$ cat src/rtl/nonce_result_collector_pkg.sv
// Shared definitions for the nonce result collector.
// Contents:
//   NONCE_BITS  - width of a full hash nonce
//   nonce_t     - full nonce type
//   prefix_bits - width of the static per-core nonce prefix, given the
//                 width of the per-core low nonce counter
package collector_pkg;

   localparam int NONCE_BITS = 32;

   typedef logic [NONCE_BITS-1:0] nonce_t;

   function automatic int prefix_bits(input int countbits);
      return NONCE_BITS - countbits;
   endfunction

endpackage

$ cat src/rtl/nonce_result_collector_fifo.sv
// result_fifo: small synchronous FIFO that buffers winning nonces.
// Ports:
//   clk, rst     - clock, asynchronous active-high reset
//   push, din    - write din at the tail
//   pop          - remove the head; ignored when empty
//   flush        - discard all entries; takes priority over pop, and a push in
//                  the same cycle is applied after the flush
//   full, empty  - occupancy flags
//   head         - entry at the head; meaningful only while !empty
// A push into a full FIFO is accepted only if a pop frees a slot in the same
// cycle; otherwise it is silently ignored, and the caller accounts for it.
module result_fifo #(
   parameter int WIDTH = 32,
   parameter int DEPTH = 4
) (
   input  logic             clk,
   input  logic             rst,
   input  logic             push,
   input  logic             pop,
   input  logic             flush,
   input  logic [WIDTH-1:0] din,
   output logic             full,
   output logic             empty,
   output logic [WIDTH-1:0] head
);

   localparam int AW = (DEPTH > 1) ? $clog2(DEPTH) : 1;

   logic [WIDTH-1:0] mem [DEPTH];
   logic [AW-1:0]    rd_ptr;
   logic [AW-1:0]    wr_ptr;
   logic [AW:0]      count;
   logic             do_pop;
   logic             do_push;

   assign full  = (count == (AW+1)'(DEPTH));
   assign empty = (count == '0);
   assign head  = mem[rd_ptr];

   assign do_pop  = pop & ~empty & ~flush;
   assign do_push = push & (flush | ~full | do_pop);

   // DEPTH is a power of two, so the pointers wrap by plain overflow.
   always_ff @(posedge clk or posedge rst) begin
      if (rst) begin
         for (int i = 0; i < DEPTH; i++) begin
            mem[i] <= '0;
         end
         rd_ptr <= '0;
         wr_ptr <= '0;
         count  <= '0;
      end else if (flush) begin
         rd_ptr <= '0;
         if (do_push) begin
            mem[0] <= din;
            wr_ptr <= AW'(1);
            count  <= (AW+1)'(1);
         end else begin
            wr_ptr <= '0;
            count  <= '0;
         end
      end else begin
         if (do_push) begin
            mem[wr_ptr] <= din;
            wr_ptr      <= wr_ptr + AW'(1);
         end
         if (do_pop) begin
            rd_ptr <= rd_ptr + AW'(1);
         end
         case ({do_push, do_pop})
            2'b10:   count <= count + (AW+1)'(1);
            2'b01:   count <= count - (AW+1)'(1);
            default: count <= count;
         endcase
      end
   end

endmodule

$ cat src/rtl/nonce_result_collector.sv
// nonce_result_collector: reconstructs the nonce of each hash result coming
// out of the last lattice stage, buffers winning nonces and hands them to
// the host-side result arbiter.
// Ports:
//   clk, rst        - clock, asynchronous active-high reset
//   valid_i         - one hash result this cycle
//   newblock_i      - with valid_i: this result is nonce 0 of a new block
//   success_i       - with valid_i: hash met difficulty
//   nonce_prefix_i  - static high nonce bits of this core
//   res_valid_o     - head of the result buffer holds a winning nonce
//   res_ready_i     - downstream accepts the head this cycle
//   res_nonce_o     - winning nonce {prefix, count}
//   exhausted_o     - counter wrapped since last new block
//   overflow_o      - sticky: a success was dropped since last new block
//   drop_count_o    - saturating count of dropped successes
// Result handshake: a nonce transfers on every rising edge where res_valid_o
// and res_ready_i are both high; while res_valid_o is high and res_ready_i is
// low, res_nonce_o holds steady; res_valid_o never depends on res_ready_i.
module nonce_result_collector
   import collector_pkg::*;
#(
   parameter int COUNTBITS  = 6,
   parameter int FIFO_DEPTH = 4,
   parameter int DROPBITS   = 8
) (
   input  logic                                 clk,
   input  logic                                 rst,
   input  logic                                 valid_i,
   input  logic                                 newblock_i,
   input  logic                                 success_i,
   input  logic [prefix_bits(COUNTBITS)-1:0]    nonce_prefix_i,
   output logic                                 res_valid_o,
   input  logic                                 res_ready_i,
   output nonce_t                               res_nonce_o,
   output logic                                 exhausted_o,
   output logic                                 overflow_o,
   output logic [DROPBITS-1:0]                  drop_count_o
);

   logic [COUNTBITS-1:0] count_q;
   logic [COUNTBITS-1:0] cur_nonce;
   logic                 new_block;
   logic                 push;
   logic                 pop_fire;
   logic                 fifo_full;
   logic                 fifo_empty;
   logic                 drop;
   nonce_t               fifo_head;

   assign new_block = valid_i & newblock_i;
   assign push      = valid_i & success_i;
   assign pop_fire  = res_valid_o & res_ready_i;

   // A new-block result is always nonce 0, regardless of the running count.
   assign cur_nonce = new_block ? '0 : count_q;

   // A push into a full buffer survives only if the head leaves this cycle.
   // A new block empties the buffer first, so it can never drop.
   assign drop = push & ~new_block & fifo_full & ~pop_fire;

   result_fifo #(
      .WIDTH (NONCE_BITS),
      .DEPTH (FIFO_DEPTH)
   ) u_fifo (
      .clk   (clk),
      .rst   (rst),
      .push  (push),
      .pop   (res_ready_i),
      .flush (new_block),
      .din   ({nonce_prefix_i, cur_nonce}),
      .full  (fifo_full),
      .empty (fifo_empty),
      .head  (fifo_head)
   );

   assign res_valid_o = ~fifo_empty;
   assign res_nonce_o = fifo_head;

   always_ff @(posedge clk or posedge rst) begin
      if (rst) begin
         count_q      <= '0;
         exhausted_o  <= 1'b0;
         overflow_o   <= 1'b0;
         drop_count_o <= '0;
      end else begin
         if (valid_i) begin
            count_q <= cur_nonce + COUNTBITS'(1);
         end

         // The last nonce of the space sets exhaustion; the counter keeps
         // wrapping, so the core is now re-hashing nonces already tried.
         if (new_block) begin
            exhausted_o <= 1'b0;
         end else if (valid_i && (&cur_nonce)) begin
            exhausted_o <= 1'b1;
         end

         if (new_block) begin
            overflow_o   <= 1'b0;
            drop_count_o <= '0;
         end else if (drop) begin
            overflow_o <= 1'b1;
            if (drop_count_o != '1) begin
               drop_count_o <= drop_count_o + DROPBITS'(1);
            end
         end
      end
   end

endmodule

$ cat config.mk
export PLATFORM = sky130hd
export DESIGN_NAME = nonce_result_collector
export DESIGN_NICKNAME = d
export VERILOG_FILES = /design/src/rtl/nonce_result_collector_pkg.sv /design/src/rtl/nonce_result_collector_fifo.sv /design/src/rtl/nonce_result_collector.sv
export SDC_FILE = /design/constraint.sdc
export NUM_CORES = 1
export LEC_CHECK = 0
export ABC_AREA = 1
export BUFFER_PORTS_ARGS = -buffer_cell sky130_fd_sc_hd__buf_2
export CAP_MARGIN = 20
export CELL_PAD_IN_SITES_DETAIL_PLACEMENT = 1
export CELL_PAD_IN_SITES_GLOBAL_PLACEMENT = 1
export CORE_MARGIN = 2
export CORE_UTILIZATION = 40
export DETAILED_ROUTE_END_ITERATION = 16
export PLACE_DENSITY_LB_ADDON = 0.1
export SKIP_CTS_REPAIR_TIMING = 1
export SLEW_MARGIN = 20
export SYNTH_ARGS = -nofsm -noshare
export SYNTH_HDL_FRONTEND = slang
export SYNTH_SLANG_ARGS = --single-unit
$ cat constraint.sdc
create_clock -name clk -period 6.15 [get_ports clk]
set_input_delay 0.9225 -clock clk [delete_from_list [all_inputs] [get_ports clk]]
set_output_delay 0.9225 -clock clk [all_outputs]
set_load 0.03 [all_outputs]
# --- After elaboration in Yosys (flattened, before gate mapping) ---
# Index checks and enable logic that the tools add are counted.
totals:
  reg_bits: 151
  latch_bits: 0
  mem_bits_rw: 0
  romBits: 0
  input_bits: 32
  output_inout_bits: 43
  wordCells: 77
  n_memories: 0
classes:
  add_sub_neg: 6
  mul: 0
  div_mod_pow: 0
  n_lt_le_gt_ge: 3
  n_eq_ne: 4
  shifts: 0
  n_mux: 25
  bitwise: 16
  n_reduce_logical: 12
op_table:
  columns: ["operator", "count"]
  rows:
  - ["32-bit two-way mux", 5]
  - ["128-bit bitwise mux", 1]
  - ["128-bit two-way mux", 1]
  - ["32-bit binary-select mux with 2-bit select", 1]
  - ["32-bit demux with 2-bit select", 1]
  - ["8-bit two-way mux", 3]
  - ["2-bit nonzero test", 5]
  - ["8-bit by 1-bit adder with 8-bit output (second input constant)", 1]
  - ["1-bit AND", 8]
  - ["2-bit two-way mux", 4]
  - ["8-bit != test (second input constant)", 1]
  - ["6-bit by 1-bit adder with 6-bit output (second input constant)", 1]
  - ["3-bit >= comparator (second input constant)", 2]
  - ["1-bit two-way mux", 6]
  - ["6-bit two-way mux", 1]
  - ["2-bit inverter with 3-bit output", 2]
  - ["3-bit one-hot mux with 2 select lines", 1]
  - ["6-bit AND reduction", 1]
  - ["2-bit by 1-bit adder with 2-bit output (second input constant)", 2]
  - ["1-bit inverter", 4]
  - ["2-bit AND reduction", 2]
  - ["3-bit by 1-bit adder with 3-bit output (second input constant)", 1]
  - ["3-bit equality test (second input constant)", 1]
  - ["3-bit logical NOT", 1]
  - ["other kinds (8)", 10]

# --- Longest topological paths before layout ---
# Gate-level depths: netlist of run 1.
depth:
  word_depth: 9
  mapped_depth: 13

# --- Cells and area by module ---
# From an unflattened synthesis of run 1, not the netlist that was laid out.
hier_totals:
  cells_unflattened: 812
  area_unflattened_um2: 7161.9
by_module_without_submodules:
  columns: ["module", "n_inst", "cells_per_inst", "area_per_inst_um2", "seq_area_each_um2"]
  rows:
  - ["result_fifo", 1, 686, 6214.7, 3378.2]
  - ["nonce_result_collector", 1, 126, 947.2, 400.4]

# --- Worst setup path before layout of run 1 ---
# No wires, ideal clock.
synth_timing:
  path_kind: "register to output"
  from: "reg u_fifo.rd_ptr[0]"
  to: "out res_nonce_o[18]"
  t_arrival_ps: 1484
  required_ps: 5227
  slack_ps: 3744
  path_stages_with_launch: 5
  path_buffers: 2
  cell_sequence: "dfrtp_1 clkbuf_1 clkbuf_1 o21ai_0 o22ai_1"
synth_between:
  elab_chain_cells: 4
synth_lines:
  columns: ["item", "line_no", "source"]
  rows:
  - ["start: declaration", "nonce_result_collector_fifo.sv:30", "logic [AW-1:0] rd_ptr;"]
  - ["start signal: assignment", "nonce_result_collector_fifo.sv:68", "rd_ptr <= rd_ptr + AW'(1);"]
  - ["2-bit inverter with 3-bit output (implied by the code)", "nonce_result_collector_fifo.sv:38", "assign head = mem[rd_ptr];"]
  - ["32-bit binary-select mux with 2-bit select", "nonce_result_collector_fifo.sv:38", null]
  - ["32-bit two-way mux (implied by the code) (2 in series)", "nonce_result_collector_fifo.sv:38", null]
  - ["end: declaration", "nonce_result_collector.sv:34", "output nonce_t res_nonce_o,"]
# No other way between the ends. The select of a mux whose other input is x is not followed.

# --- Final worst setup path of run 1 ---
layout_timing:
  from: "reg u_fifo.rd_ptr[0]"
  to: "out res_nonce_o[30]"
# The elaborated chain is that of the path after synthesis.

==> results.txt, run 1 <==
Post-synth EDFFs: 0
Maximum capacitance violations: 0
Antenna violations before repair: 0
Ant diodes: 0
Hpwl dp: 11,100 µm
Leading area contributor after synthesis: dfrtp_1
Core area: 0.0166 mm²
Crit. End Element: output pin
WL/cell: 16.7 µm
Row cnt: 47
First-pass GRT wire length: 30,900 µm
Clk slew on worst S/H paths: 0.06 ns
Worst flop-to-flop path endpoint: u_fifo.count[2]
Hold EP: u_fifo.mem[99]
IO Port Bufs: 74
Largest net degree at the start of global routing: 102
Worst Path Arrival: 2.30 ns
Nets: 896
Max H-tree Level: 4
Initial DRT Pass Iterations: 4
Post-Syn Instances: 805
Synth cell count leaders: nand2_1, o21ai_0, dfrtp_1, nor2_1, inv_1
Synth-to-layout area growth: 14.7%
Synth warnings: 0
Peak supply drop: 0.224 mV
Post-Route Skew: 0.00702 ns
Slew @ Worst Pin: 0.921 ns
Max clock buf depth: 2
GRT Util Overall: 21.6%
Fmax: 310 MHz
Reg-to-Reg Start: u_fifo.count[0]
Static Leak: 3.95 nW
Vias in the first global route: 6,182
Syn Nets: 844
Rel. slew slack: 38.6%
Num ports: 75
Layout cells sized above 1: 13.3%
Synth top area cells: dfrtp_1, o21ai_0, nand2_1, nor2_1, o22ai_1
#FFs+latches synth: 151
GR Overflow Total: 0
Setup TNS: 0 ns
R2R setup slack: 4.07 ns
Synth top area share: 55.4%
Die Wd: 135 µm
TritonCTS clock tree: built
Total number of vias: 5,683
Die area: 0.0181 mm²
DRT iter0 DRCs: 303
Max-slew violations: 0
Clock buffer count from CTS: 17
Final setup vio count: 0
Most frequent cell after synthesis: nand2_1
Pwr/cell area: 509 mW/mm²
Unique masters post-synth: 31
Final worst path period need: 3.22 ns
FF+latch area: 0.00378 mm²
# DRC: 0
DIE HEIGHT: 135 µm
Ys flop type: dfrtp_1
Mapped Area: 0.00682 mm²
Worst r2r path cells: 13
Root buf cell: clkbuf_16
Overall Power: 3.98 mW
RSZ-0062 raised after global routing: no
Hold Path Depth: 2
Worst-Skew Late Latency: 0.43 ns
Hold_sp: u_fifo.mem[99]
Mean post-synth cell area: 8.47 µm²
Initial Utilization: 41.0%
Fillers: 2,036
CP max FO: 64
Routability Congestion: 0.815
Antenna Violating Nets Remaining: 0
Status: finished clean
Worst Path Class, Setup: flop to output pin
Routed vias/inst: 5.22
Period utilization: 52.4%
Hold_ws: 0.476 ns
Setup crit start kind: flop
Total Wirelength: 18,200 µm
Worst path required time: 5.23 ns
Type of the worst min-delay path: flop to flop
Num Clock Sinks: 151
Final Hold Fails: 0
Multi-input logic area: 0.00263 mm²
Post-synthesis sequential area ratio: 55.4%
Async set-reset flop share out of synthesis: 100%
[metrics by stage]
step / setup WS [ns] / cells / util, % / area [µm²]
final: 2.93 / 1089 / 47.0 / 7820
after global routing: 2.72 / 1089 / 47.0 / 7820
after CTS: 2.87 / 1089 / 47.0 / 7820
after detailed placement: 3.22 / 1058 / 43.9 / 7300
after global placement: 3.31 / 1058 / 43.9 / 7300
after floorplan: 1.16 / 805 / - / 6820
[flip-flops by register name (all words and copies together) (netlist names)]
signal / count
count_q: 6
drop_count_o: 8
exhausted_o: 1
overflow_o: 1
u_fifo.count: 3
u_fifo.mem: 128
u_fifo.rd_ptr: 2
u_fifo.wr_ptr: 2
[per-layer routing]
layer  GRT usage (%)  part of all wire [%]  vias up
met5               0                     0        -
met4            6.32                  0.90        0
met3            4.92                   4.5       12
met2            37.7                    50      106
met1            26.8                    45     2813
li1                -                     -     2752
[worst max-delay path by stage]
stage / cells past startpoint / to / startpoint / slack [ns]
final: 4 / res_nonce_o[30] / u_fifo.rd_ptr[0] / 2.93
after CTS: 4 / res_nonce_o[30] / u_fifo.rd_ptr[0] / 2.87
after detailed placement: 8 / u_fifo.mem[115] / valid_i / 3.22
after floorplan: 1 / count_q[0] / rst / 1.16
after global routing: 4 / res_nonce_o[21] / u_fifo.rd_ptr[0] / 2.72
after global placement: 4 / res_nonce_o[30] / u_fifo.rd_ptr[0] / 3.31
[cells in the final DEF (no fill, tap or decap), types with 2 or more instances in the layout]
cell,Yosys,final
inv_1,53,52
nand4_1,5,5
clkbuf_8,0,3
nand3_1,26,26
a21oi_1,2,2
clkbuf_16,0,17
xor2_1,6,6
ha_1,6,6
inv_2,2,2
o21ai_0,181,181
clkinv_2,0,5
nand2_4,4,4
buf_4,1,5
o21ai_1,11,11
nor2_1,82,82
buf_2,12,74
nand2_1,187,187
dfrtp_1,151,150
o22ai_1,32,32
clkbuf_1,23,7
[where the power goes]
part / internal, mW / switching (mW)
sequential: 1.28 / 0.162
clock: 0.543 / 0.382
combinational: 0.469 / 1.14
total: 2.29 / 1.69
[worst max-delay path: stages (launching register included)]
cell and delay (ns):
dfrtp_2 0.37, clkinv_2 0.69, o21ai_0 0.45, o22ai_1 0.16, buf_2 0.21
[cell families (layout without fill, tap and decap cells)]
kind of cell | after synthesis | count (layout) | synth area share (%)
compound gates | 230 | 230 | 17.6
xor+xnor | 7 | 7 | 0.900
fa+ha+maj | 7 | 7 | 1.40
buf+inv | 102 | 166 | 6.15
simple gates | 308 | 308 | 18.5
flops | 151 | 151 | 55.4
[final cells by class]
| type | count | area share, % |
|---|---|---|
| clock inverters | 4 | 0.256 |
| flip-flops and latches | 151 | 48.4 |
| repair buffers | 79 | 5.22 |
| clock buffers | 27 | 6.31 |
| well taps | 220 | 3.52 |
| inverters | 56 | 2.77 |
| multi-input cells | 552 | 33.6 |
(Power assumes the default switching activity.)
==> inputs of run 2 (changes only) <==
- clock period: 6.15 -> 3.3 ns (I/O delays scaled with it)
==> run 2 against run 1 <==
Setup slack got worse by 2.3 ns. Flip-flop and latch count did not move. Die area did not move. Wire length rose by 2.7%. Cell area rose by 2.7%. Highest routed layer unchanged. First-iteration DRC count fell by 19%.
==> results.txt, run 2 (synthesis results as in run 1) <==
Top Registers: u_fifo.mem: 128 flops, drop_count_o: 8 flops, count_q: 6 flops
Core area: 0.0166 mm² (unchanged)
Initial DRT Pass Iterations: 5 (+1)
R2R setup slack: 1.09 ns (-2.98 ns)
Hold_ws: 0.107 ns (-0.368 ns)
Layout cells sized above 1: 14.7% (+1.4 points)
Vias in the first global route: 6,182 (unchanged)
Period utilization: 81.5%
Rel. slew slack: 33.1% (-5.5 points)
Type of the worst min-delay path: primary input to async pin
Design area: 0.00803 mm² (+2.7%)
Overall Power: 7.99 mW (+100%)
NetSw: 3.28 mW (+94%)
Ant diodes: 0 (unchanged)
Row cnt: 47 (unchanged)
Static Leak: 4.03 nW (+2.2%)
RSZ-0062 raised after global routing: no
Max-slew violations: 0 (unchanged)
Num ports: 75 (unchanged)
Pwr/cell area: 995 mW/mm² (+95%)
Setup crit start kind: flop
Net Sw Frac: 41.1% (-1.4 points)
Most frequent cells in the layout: nand2_1, o21ai_0, dfrtp_1, nor2_1, buf_2
Commonest non-fill, non-tap cell in the layout: nand2_1
Total number of vias: 5,762 (+1.4%)
DRT iter0 DRCs: 244 (-19%)
Post-Route Skew: 0.00803 ns (+0.00101 ns)
Fmax: 372 MHz
Final worst path period need: 2.69 ns
Worst path required time: 2.80 ns (-2.43 ns)
Synth-to-layout area growth: 17.8%
Nets: 901 (+0.56%)
Clk slew on worst S/H paths: 0.06 ns (about the same)
Final setup vio count: 0 (unchanged)
Worst Path Class, Setup: flop to output pin
DIE HEIGHT: 135 µm (unchanged)
Fillers: 1,963 (-3.6%)
Slew @ Worst Pin: 1.00 ns (+0.0786 ns)
Routed vias/inst: 5.26 (+0.83%)
Reg with most FFs: u_fifo.mem
Root buf cell: clkbuf_16
Max clock buf depth: 2 (unchanged)
IO Port Bufs: 74 (unchanged)
Peak supply drop: 0.421 mV (+88%)
Antenna Violating Nets Remaining: 0 (unchanged)
WL/cell: 17.1 µm (+2.2%)
First-pass GRT wire length: 31,200 µm (+0.98%)
GRT Util Overall: 21.7% (+0.14 points)
Final Hold Fails: 0 (unchanged)
Worst flop-to-flop path endpoint: u_fifo.mem[122]
Die Wd: 135 µm (unchanged)
FF+latch area: 0.00378 mm² (unchanged)
Worst Path Arrival: 2.19 ns (-0.11 ns)
Initial Utilization: 41.0% (unchanged)
Part of the power in registers: 34.1% (-2.1 points)
Worst-Skew Late Latency: 0.42 ns (about the same)
Num Clock Sinks: 151 (unchanged)
GR Overflow Total: 0 (unchanged)
Die area: 0.0181 mm² (unchanged)
Status: finished clean
Internal: 4.71 mW (+110%)
Total Wirelength: 18,700 µm (+2.7%)
TritonCTS clock tree: built
Placed inst area: 0.00735 mm² (+0.67%)
Reg-to-Reg Start: u_fifo.wr_ptr[0]
Combinational power share: 37.9% (-2.6 points)
Clock buffer count from CTS: 17 (unchanged)
CP max FO: 36 (-44%)
Multi-input logic area: 0.00263 mm² (unchanged)
Maximum capacitance violations: 0 (unchanged)
Max H-tree Level: 4 (unchanged)
Crit. End Element: output pin
Clock share of power: 28.0% (+4.8 points)
Hpwl dp: 11,500 µm (+3.8%)
Antenna violations before repair: 0 (unchanged)
Setup TNS: 0 ns (unchanged)
Routability Congestion: 0.798 (-2.1%)
Worst r2r path cells: 5 (-8)
Largest net degree at the start of global routing: 106 (+3.9%)
# DRC: 0 (unchanged)
Largest register FFs: 128 (unchanged)
Utilization of the core after routing: 48.2% (+1.3 points)
run 2: changes by cell type in the layout (fill, tap and decap cells not counted), sizes merged:
cell | before | now
clkbuf | 27 | 17
clkinvlp | 0 | 5
bufinv | 0 | 6
clkinv | 5 | 3
inv | 55 | 57
buf | 79 | 84
run 2: layout make-up:
type | instances | share of cell area, %
Timing Repair Buffer | 84 | 5.70
Clock inverter | 15 | 3.12
Tap cell | 220 | 3.43
Multi-Input combinational cell | 552 | 32.7
Sequential cell | 151 | 47.1
Inverter | 56 | 2.67
Clock buffer | 17 | 5.30
run 2: routing by layer:
layer	up-vias	GRT usage, %	routed length [µm]
met4	0	5.03	124
met5	-	0	0
met1	2897	28.1	8510
met3	8	4.95	558
li1	2767	-	-
met2	90	37.2	9540
run 2: metrics by stage:
stage | std cells | setup WS (ns)
after global placement | 1063 | 0.864
after CTS | 1095 | 0.540
after detailed placement | 1063 | 0.805
after global routing | 1095 | 0.464
after floorplan | 805 | 0.902
final | 1095 | 0.610
run 2: critical path, stage by stage (launching register included):
cell     delay, ns
dfrtp_2       0.41
inv_2         0.49
buf_4         0.34
o21ai_0       0.10
o22ai_1       0.18
buf_2         0.24
run 2: worst max path at each step:
stage / start / end / depth (start not counted)
finish: u_fifo.rd_ptr[0] / res_nonce_o[26] / 5
global route: u_fifo.rd_ptr[0] / res_nonce_o[4] / 5
detailed placement: valid_i / u_fifo.mem[120] / 8
floorplan: rst / count_q[0] / 1
CTS: u_fifo.rd_ptr[0] / res_nonce_o[26] / 5
global placement: valid_i / u_fifo.mem[117] / 8
run 2: power groups by stage:
stage	registers, mW	logic, mW	clock network [mW]
finish	2.72	3.03	2.24
global route	2.78	3.36	2.37
CTS	2.71	3.08	2.28
detailed placement	2.73	3.06	0
global placement	2.70	2.97	0
floorplan	2.65	2.15	0
